### src/rtl/mem_arbiter.sv
// -----------------------------------------------------------------------------
// mem_arbiter
//   Three-port arbiter/sequencer in front of mem_controller. Port 0 is display
//   scanout, port 1 rasterizer read, port 2 rasterizer write-back. One request
//   is accepted at a time. The arbiter drives the controller command port with
//   the required hold time, returns read data to the winning port, and
//   enforces write occupancy and post-transaction recovery with a counter
//   because the controller reports no write completion.
//
// Ports
//   clk2         in   clock
//   rst          in   synchronous, active-high reset
//   req_read     in   [2:0]   per-port read request (level, held until ack)
//   req_write    in   [2:0]   per-port write request (level, held until ack)
//   req_addr     in   [59:0]  port p address at [20p+19:20p]
//   req_wrdata   in   [191:0] port p write data at [64p+63:64p]
//   req_ack      out  [2:0]   one-cycle pulse, request consumed
//   rd_valid     out  [2:0]   one-cycle pulse, rd_data valid for that port
//   rd_data      out  [31:0]  read return data (shared)
//   mem_addr     out  [19:0]  controller address
//   mem_read     out          controller read command
//   mem_write    out          controller write command
//   mem_wrdata   out  [63:0]  controller write data
//   mem_ready    in           controller read-complete pulse
//   mem_rddata   in   [31:0]  controller read data
//   busy         out          high whenever the sequencer is not idle
//   timeout_err  out          sticky read-timeout flag, cleared by rst
// -----------------------------------------------------------------------------
module mem_arbiter #(
    parameter int CMD_HOLD   = 2,
    parameter int WR_CYCLES  = 64,
    parameter int GAP_CYCLES = 4,
    parameter int RD_TIMEOUT = 255,
    parameter int PRIO0      = 1
) (
    input  logic         clk2,
    input  logic         rst,
    input  logic [2:0]   req_read,
    input  logic [2:0]   req_write,
    input  logic [59:0]  req_addr,
    input  logic [191:0] req_wrdata,
    output logic [2:0]   req_ack,
    output logic [2:0]   rd_valid,
    output logic [31:0]  rd_data,
    output logic [19:0]  mem_addr,
    output logic         mem_read,
    output logic         mem_write,
    output logic [63:0]  mem_wrdata,
    input  logic         mem_ready,
    input  logic [31:0]  mem_rddata,
    output logic         busy,
    output logic         timeout_err
);

    localparam logic [2:0] S_IDLE    = 3'd0;
    localparam logic [2:0] S_GRANT   = 3'd1;
    localparam logic [2:0] S_CMD     = 3'd2;
    localparam logic [2:0] S_WAIT_RD = 3'd3;
    localparam logic [2:0] S_WAIT_WR = 3'd4;
    localparam logic [2:0] S_GAP     = 3'd5;

    // One shared counter serves every timed state; it only ever runs in one
    // state at a time and is cleared on each state entry.
    localparam int MAX_AB = (CMD_HOLD > WR_CYCLES) ? CMD_HOLD : WR_CYCLES;
    localparam int MAX_CD = (GAP_CYCLES > RD_TIMEOUT) ? GAP_CYCLES : RD_TIMEOUT;
    localparam int MAX_C  = (MAX_AB > MAX_CD) ? MAX_AB : MAX_CD;
    localparam int CNT_W  = $clog2(MAX_C + 1);

    localparam logic [CNT_W-1:0] CMD_LAST = CNT_W'(CMD_HOLD - 1);
    localparam logic [CNT_W-1:0] WR_LAST  = CNT_W'(WR_CYCLES - 1);
    localparam logic [CNT_W-1:0] GAP_LAST = CNT_W'(GAP_CYCLES - 1);
    localparam logic [CNT_W-1:0] RD_LAST  = CNT_W'(RD_TIMEOUT - 1);

    logic [2:0]       state_q, state_d;
    logic [CNT_W-1:0] cnt_q, cnt_d;
    logic [1:0]       sel_q, sel_d;
    logic             op_rd_q, op_rd_d;
    logic [1:0]       last_q, last_d;
    logic [19:0]      mem_addr_q, mem_addr_d;
    logic [63:0]      mem_wrdata_q, mem_wrdata_d;
    logic             mem_read_q, mem_read_d;
    logic             mem_write_q, mem_write_d;
    logic [2:0]       req_ack_q, req_ack_d;
    logic [2:0]       rd_valid_q, rd_valid_d;
    logic [31:0]      rd_data_q, rd_data_d;
    logic             timeout_q, timeout_d;

    logic [2:0] pend;
    logic [1:0] win;

    // Strict priority for port 0 (when enabled), otherwise rotate starting
    // just after the most recently granted port.
    function automatic logic [1:0] pick_winner(input logic [2:0] p_pend,
                                               input logic [1:0] p_last);
        logic [1:0] idx;
        logic [1:0] w;
        logic       found;
        w     = 2'd0;
        found = 1'b0;
        idx   = p_last;
        if (PRIO0 != 0 && p_pend[0]) begin
            found = 1'b1;
        end
        for (int k = 0; k < 3; k++) begin
            idx = (idx == 2'd2) ? 2'd0 : idx + 2'd1;
            if (!found && p_pend[idx]) begin
                w     = idx;
                found = 1'b1;
            end
        end
        return w;
    endfunction

    function automatic logic [2:0] onehot3(input logic [1:0] p);
        case (p)
            2'd1:    return 3'b010;
            2'd2:    return 3'b100;
            default: return 3'b001;
        endcase
    endfunction

    function automatic logic [19:0] port_addr(input logic [59:0] v, input logic [1:0] p);
        case (p)
            2'd1:    return v[39:20];
            2'd2:    return v[59:40];
            default: return v[19:0];
        endcase
    endfunction

    function automatic logic [63:0] port_wrdata(input logic [191:0] v, input logic [1:0] p);
        case (p)
            2'd1:    return v[127:64];
            2'd2:    return v[191:128];
            default: return v[63:0];
        endcase
    endfunction

    assign pend = req_read | req_write;
    assign win  = pick_winner(pend, last_q);

    always_comb begin
        state_d      = state_q;
        cnt_d        = cnt_q;
        sel_d        = sel_q;
        op_rd_d      = op_rd_q;
        last_d       = last_q;
        mem_addr_d   = mem_addr_q;
        mem_wrdata_d = mem_wrdata_q;
        mem_read_d   = mem_read_q;
        mem_write_d  = mem_write_q;
        req_ack_d    = 3'b000;
        rd_valid_d   = 3'b000;
        rd_data_d    = rd_data_q;
        timeout_d    = timeout_q;

        case (state_q)
            S_IDLE: begin
                // Port selection and latching happen on the edge into GRANT,
                // so ack, address and data all appear in the GRANT cycle.
                if (|pend) begin
                    sel_d        = win;
                    last_d       = win;
                    mem_addr_d   = port_addr(req_addr, win);
                    mem_wrdata_d = port_wrdata(req_wrdata, win);
                    // Read wins when both bits are set; the ack drops the write.
                    op_rd_d      = req_read[win];
                    req_ack_d    = onehot3(win);
                    state_d      = S_GRANT;
                end
            end
            S_GRANT: begin
                mem_read_d  = op_rd_q;
                mem_write_d = !op_rd_q;
                cnt_d       = '0;
                state_d     = S_CMD;
            end
            S_CMD: begin
                if (cnt_q == CMD_LAST) begin
                    mem_read_d  = 1'b0;
                    mem_write_d = 1'b0;
                    cnt_d       = '0;
                    state_d     = op_rd_q ? S_WAIT_RD : S_WAIT_WR;
                end else begin
                    cnt_d = cnt_q + 1'b1;
                end
            end
            S_WAIT_RD: begin
                if (mem_ready) begin
                    rd_data_d  = mem_rddata;
                    rd_valid_d = onehot3(sel_q);
                    cnt_d      = '0;
                    state_d    = S_GAP;
                end else if (cnt_q == RD_LAST) begin
                    // Complete the transaction anyway so the requester is
                    // never left waiting forever.
                    rd_data_d  = 32'd0;
                    rd_valid_d = onehot3(sel_q);
                    timeout_d  = 1'b1;
                    cnt_d      = '0;
                    state_d    = S_GAP;
                end else begin
                    cnt_d = cnt_q + 1'b1;
                end
            end
            S_WAIT_WR: begin
                if (cnt_q == WR_LAST) begin
                    cnt_d   = '0;
                    state_d = S_GAP;
                end else begin
                    cnt_d = cnt_q + 1'b1;
                end
            end
            S_GAP: begin
                if (cnt_q == GAP_LAST) begin
                    cnt_d   = '0;
                    state_d = S_IDLE;
                end else begin
                    cnt_d = cnt_q + 1'b1;
                end
            end
            default: begin
                cnt_d   = '0;
                state_d = S_IDLE;
            end
        endcase
    end

    always_ff @(posedge clk2) begin
        if (rst) begin
            state_q      <= S_IDLE;
            cnt_q        <= '0;
            sel_q        <= 2'd0;
            op_rd_q      <= 1'b0;
            last_q       <= 2'd2;
            mem_addr_q   <= 20'd0;
            mem_wrdata_q <= 64'd0;
            mem_read_q   <= 1'b0;
            mem_write_q  <= 1'b0;
            req_ack_q    <= 3'b000;
            rd_valid_q   <= 3'b000;
            rd_data_q    <= 32'd0;
            timeout_q    <= 1'b0;
        end else begin
            state_q      <= state_d;
            cnt_q        <= cnt_d;
            sel_q        <= sel_d;
            op_rd_q      <= op_rd_d;
            last_q       <= last_d;
            mem_addr_q   <= mem_addr_d;
            mem_wrdata_q <= mem_wrdata_d;
            mem_read_q   <= mem_read_d;
            mem_write_q  <= mem_write_d;
            req_ack_q    <= req_ack_d;
            rd_valid_q   <= rd_valid_d;
            rd_data_q    <= rd_data_d;
            timeout_q    <= timeout_d;
        end
    end

    assign req_ack     = req_ack_q;
    assign rd_valid    = rd_valid_q;
    assign rd_data     = rd_data_q;
    assign mem_addr    = mem_addr_q;
    assign mem_read    = mem_read_q;
    assign mem_write   = mem_write_q;
    assign mem_wrdata  = mem_wrdata_q;
    assign busy        = (state_q != S_IDLE);
    assign timeout_err = timeout_q;

endmodule
### config.mk
export PLATFORM = sky130hd
export DESIGN_NAME = mem_arbiter
export DESIGN_NICKNAME = d
export VERILOG_FILES = /design/src/rtl/mem_arbiter.sv
export SDC_FILE = /design/constraint.sdc
export NUM_CORES = 1
export LEC_CHECK = 0
export ABC_AREA = 0
export CAP_MARGIN = 20
export CORE_AREA = 2 2 164 166
export DETAILED_ROUTE_END_ITERATION = 8
export DIE_AREA = 0 0 166 168
export SLEW_MARGIN = 20
export SYNTH_ARGS = -nofsm -noshare
export SYNTH_HDL_FRONTEND = slang
export SYNTH_SLANG_ARGS = --single-unit
### constraint.sdc
create_clock -name clk2 -period 5 [get_ports clk2]
set_input_delay 1.5 -clock clk2 [delete_from_list [all_inputs] [get_ports clk2]]
set_output_delay 1.5 -clock clk2 [all_outputs]
set_load 0.05 [all_outputs]
==> run_results.csv <==
group,metric,value,unit
global_routing,grt_pass1_vias,7517,
floorplan,fp.dieArea,0.0279,mm2
layout,syn_to_layout_area_delta,73.8,%
synth,synth_top_cell_by_area,"sky130_fd_sc_hd__dfxtp_1",
synth,synth_top_family_by_area,"compound AO/OA/AOI/OAI gates",
timing,clock_skew,0.0111,ns
critical_path,crit_start,"state_q[0]$_SDFFE_PP0P_",
global_routing,antenna_found_initial,1,
critical_path,timing.reg2reg.setup_slack,2.56,ns
routing,drc_errors,0,
synth,synth.avg_cell_area,7.33,um2
synth,ys_ff_latch,140,
floorplan,die_y,168,um
global_routing,grt.met1_usage,21.7,%
timing,tightest_slew,1.01,ns
global_routing,grt_start_max_net_pins,87,
timing,timing.max_slew.rel_slack,32.9,%
routing,viasPerCell,4.74,
status,outcome,"finished, final reports clean",
routing,drtIter0Drc,385,
placed_design,count_of_placed_standard_cells_including_taps,1613,
floorplan,start_util,25.8,%
critical_path,critical_path.endpoint,"busy",
layout,final_util,44.8,%
synth,seq_area_frac_synth,41.3,%
routing,detailedRoute.firstPassIterationCount,4,
timing,fin_crit_sh,78.6,%
timing,final_critical_path_setup_slack,1.07,ns
critical_path,reg2reg_depth,6,
layout,final_cell_count_no_fill,1646,
global_routing,met2_usage,31.8,%
floorplan,chipWidth,166,um
floorplan,io_pins,419,
floorplan,placementRows,60,
timing,final.setup.tns,0,ns
synth,synth_simple_gate_area_share,21.9,%
synth,synth_xor_xnor_area_share,0,%
clock_tree,post_cts_resized,0,
timing,period_minus_slack,3.93,ns
pwr,power.leakage,4.24,nW
layout,nets,1593,
clock_tree,cts_htree_levels,4,
critical_path,critical_path.reg2reg.startpoint,"state_q[0]$_SDFFE_PP0P_",
critical_path,worst_ep_required_time,3.50,ns
timing,timing.fmax,255,MHz
hold_path,timing.hold.worst.class,"reg2reg",
synth,synth-compound-area-share,29.1,%
routing,detail-route-antenna-nets,0,
clock_tree,worstSkewPairLatency,0.42,ns
clock_tree,post_cts_buffers,0,
routing,routed_wl,26700,um
timing,worst_hold_slack,0.452,ns
global_routing,top_usage_layer,"met2",
synth,synth_mux_area_share,0,%
layout,postLayoutCellArea,0.0118,mm2
routing,detail_route.wl_per_cell,16.2,um
placed_design,gp_congestion,0.791,
synth,netlist.area_leader.share,41.3,%
synth,synth_area,0.00679,mm2
critical_path,setup.worst_path.end_class,"output port",
critical_path,cp_cell_sequence,"nor3_4 > inv_2 > clkdlybuf4s50_1",
clock_tree,clkTransAtPathRegs,0.06,ns
critical_path,start_kind,"flop",
placed_design,worst_setup_slack_post_dpl,0.832,ns
routing,route.vias.total,7807,
placed_design,hpwl_after_dpl,19100,um
clock_tree,cts_root_buf,"sky130_fd_sc_hd__clkbuf_16",
clock_tree,cts_sinks,140,
pwr,powerDensity,460,mW/mm2
pwr,max-vdd-ir-drop,0.243,mV
global_routing,globalRouteOverflowTotal,0,
critical_path,worst_path_largest_cell_delay,0.76,ns
synth,synth_fa_ha_area_share,1.66,%
clock_tree,numCtsBuffers,17,
synth,synth-warning-count,0,
critical_path,worst_reg2reg_endpoint,"mem_addr[0]$_SDFFE_PP0P_",
clock_tree,cts_hold_buffers,0,
synth,syn_nets,1228,
placed_design,dpl_cell_area,0.0112,mm2
floorplan,core_area,0.0264,mm2
global_routing,groute.layer.met3.usage,6.42,%
timing,unrepaired_setup_endpoints_after_global_routing,"no",
synth,synthTopCellsByArea,"sky130_fd_sc_hd__dfxtp_1 (41%), sky130_fd_sc_hd__nand2_1 (15%), sky130_fd_sc_hd__a22oi_1 (13%), sky130_fd_sc_hd__a21oi_1 (7.4%), sky130_fd_sc_hd__o21ai_0 (6.2%)",
global_routing,grt_util_all_layers,18.6,%
critical_path,cpMaxStageDelayCell,"sky130_fd_sc_hd__clkdlybuf4s50_1",
synth,netlist-cell-type-count,47,
timing,setup_viol,0,
placed_design,number_of_port_buffers,418,
clock_tree,clock_tree.buffer_depth,2,
pwr,finalPower,5.43,mW
run,cap_viol_max_count,0,
clock_tree,cts_tree,"built",
critical_path,worst-endpoint-arrival,2.43,ns
global_routing,first_pass_grt_wire_length,41500,um
timing,finalHoldViolations,0,
critical_path,crit_path_max_fanout,18,
layout,post_route_cells_drive_above_1_share,4.52,%
critical_path,kind_of_critical_path,"reg2out",
timing,finalMaxSlewViolations,0,
synth,postSynthCellCount,926,
## state kept, by name, summed over array words and instances (netlist names)
signal       cells
state_q          3
req_ack          3
cnt_q            8
op_rd_q          1
mem_write        1
last_q           1
mem_addr        20
mem_wrdata      64
mem_read         1
rd_data         32
rd_valid         3
timeout_err      1
sel_q            2
## power by group
| group | switching (mW) | leakage, nW | internal, mW |
|---|---|---|---|
| clock network | 0.523 | 0.263 | 0.702 |
| registers | 0.177 | 1.14 | 1.37 |
| logic | 1.75 | 2.83 | 0.900 |
## worst min-delay path by stage
| stage | start | to | cells after the start |
|---|---|---|---|
| after floorplan | sel_q[1]$_SDFFE_PP0P_ | sel_q[1]$_SDFFE_PP0P_ | 2 |
| after global placement | mem_wrdata[34]$_SDFFE_PP0P_ | mem_wrdata[34]$_SDFFE_PP0P_ | 2 |
| after detailed placement | mem_wrdata[10]$_SDFFE_PP0P_ | mem_wrdata[10]$_SDFFE_PP0P_ | 2 |
| after CTS | mem_wrdata[10]$_SDFFE_PP0P_ | mem_wrdata[10]$_SDFFE_PP0P_ | 2 |
| after global routing | mem_wrdata[2]$_SDFFE_PP0P_ | mem_wrdata[2]$_SDFFE_PP0P_ | 2 |
| final | mem_addr[5]$_SDFFE_PP0P_ | mem_addr[5]$_SDFFE_PP0P_ | 2 |
## logic make-up (layout without fill, tap and decap cells)
group                    Yosys count  count (layout)
AO/OA/AOI/OAI                    321             321
buffers and inverters             96             474
AND/OR/NAND/NOR                  360             360
flip-flops                       140             140
other                              0               1
adder cells (fa/ha/maj)            9               9
## worst max-delay path: cells and delay by family (launching register included)
kind | cells | cell delay, ns
buffers and inverters | 2 | 0.93
DFF | 1 | 0.50
and+or+nand+nor | 1 | 0.58
## layer usage
metal  up-vias  wire length [um]
li1       3956                 -
met1      3530             11100
met2       283             12800
met3        38              2050
met4         0               652
met5         -                 0
## cell usage after synthesis (all sizes together)
cell    count
o21a        1
a21o        1
and3        2
nor2       47
nand2     269
nor3       10
buf        27
clkbuf     58
o21ai      85
o21bai      1
and4        2
o21ba       1
nor4b       2
a211oi      3
a221oi      1
or2         1
nor3b       6
o41ai       1
nand3       5
a31oi       1
nand4       2
o211ai      1
nand2b      2
nor4bb      1
o32a        1
ha          9
nor4        4
a22oi     116
o221a       1
and2        4
nor2b       2
inv        11
o22ai       6
dfxtp     140
or3         1
a21oi     101
## cell usage in the layout, fill, tap and decap left out, drive strengths merged, types with 3 or more instances in the layout
cell and count:
clkdlybuf4s50 417, nand2 269, dfxtp 140, a22oi 116, a21oi 101, o21ai 85
nor2 47, clkbuf 20, inv 14, buf 14, nor3 10, ha 9
o22ai 6, nor3b 6, nand3 5, and2 4, clkinvlp 4, nor4 4
clkinv 4, a211oi 3
## cell type report
class,instances,area (um2)
Multi-Input combinational cell,690,3630
Timing Repair Buffer,431,4340
Clock inverter,12,114
Inverter,11,41.3
Clock buffer,20,447
Fill cell,2706,14500
Antenna cell,1,2.50
Tap cell,341,427
Sequential cell,140,2800
(Power assumes the default switching activity.)
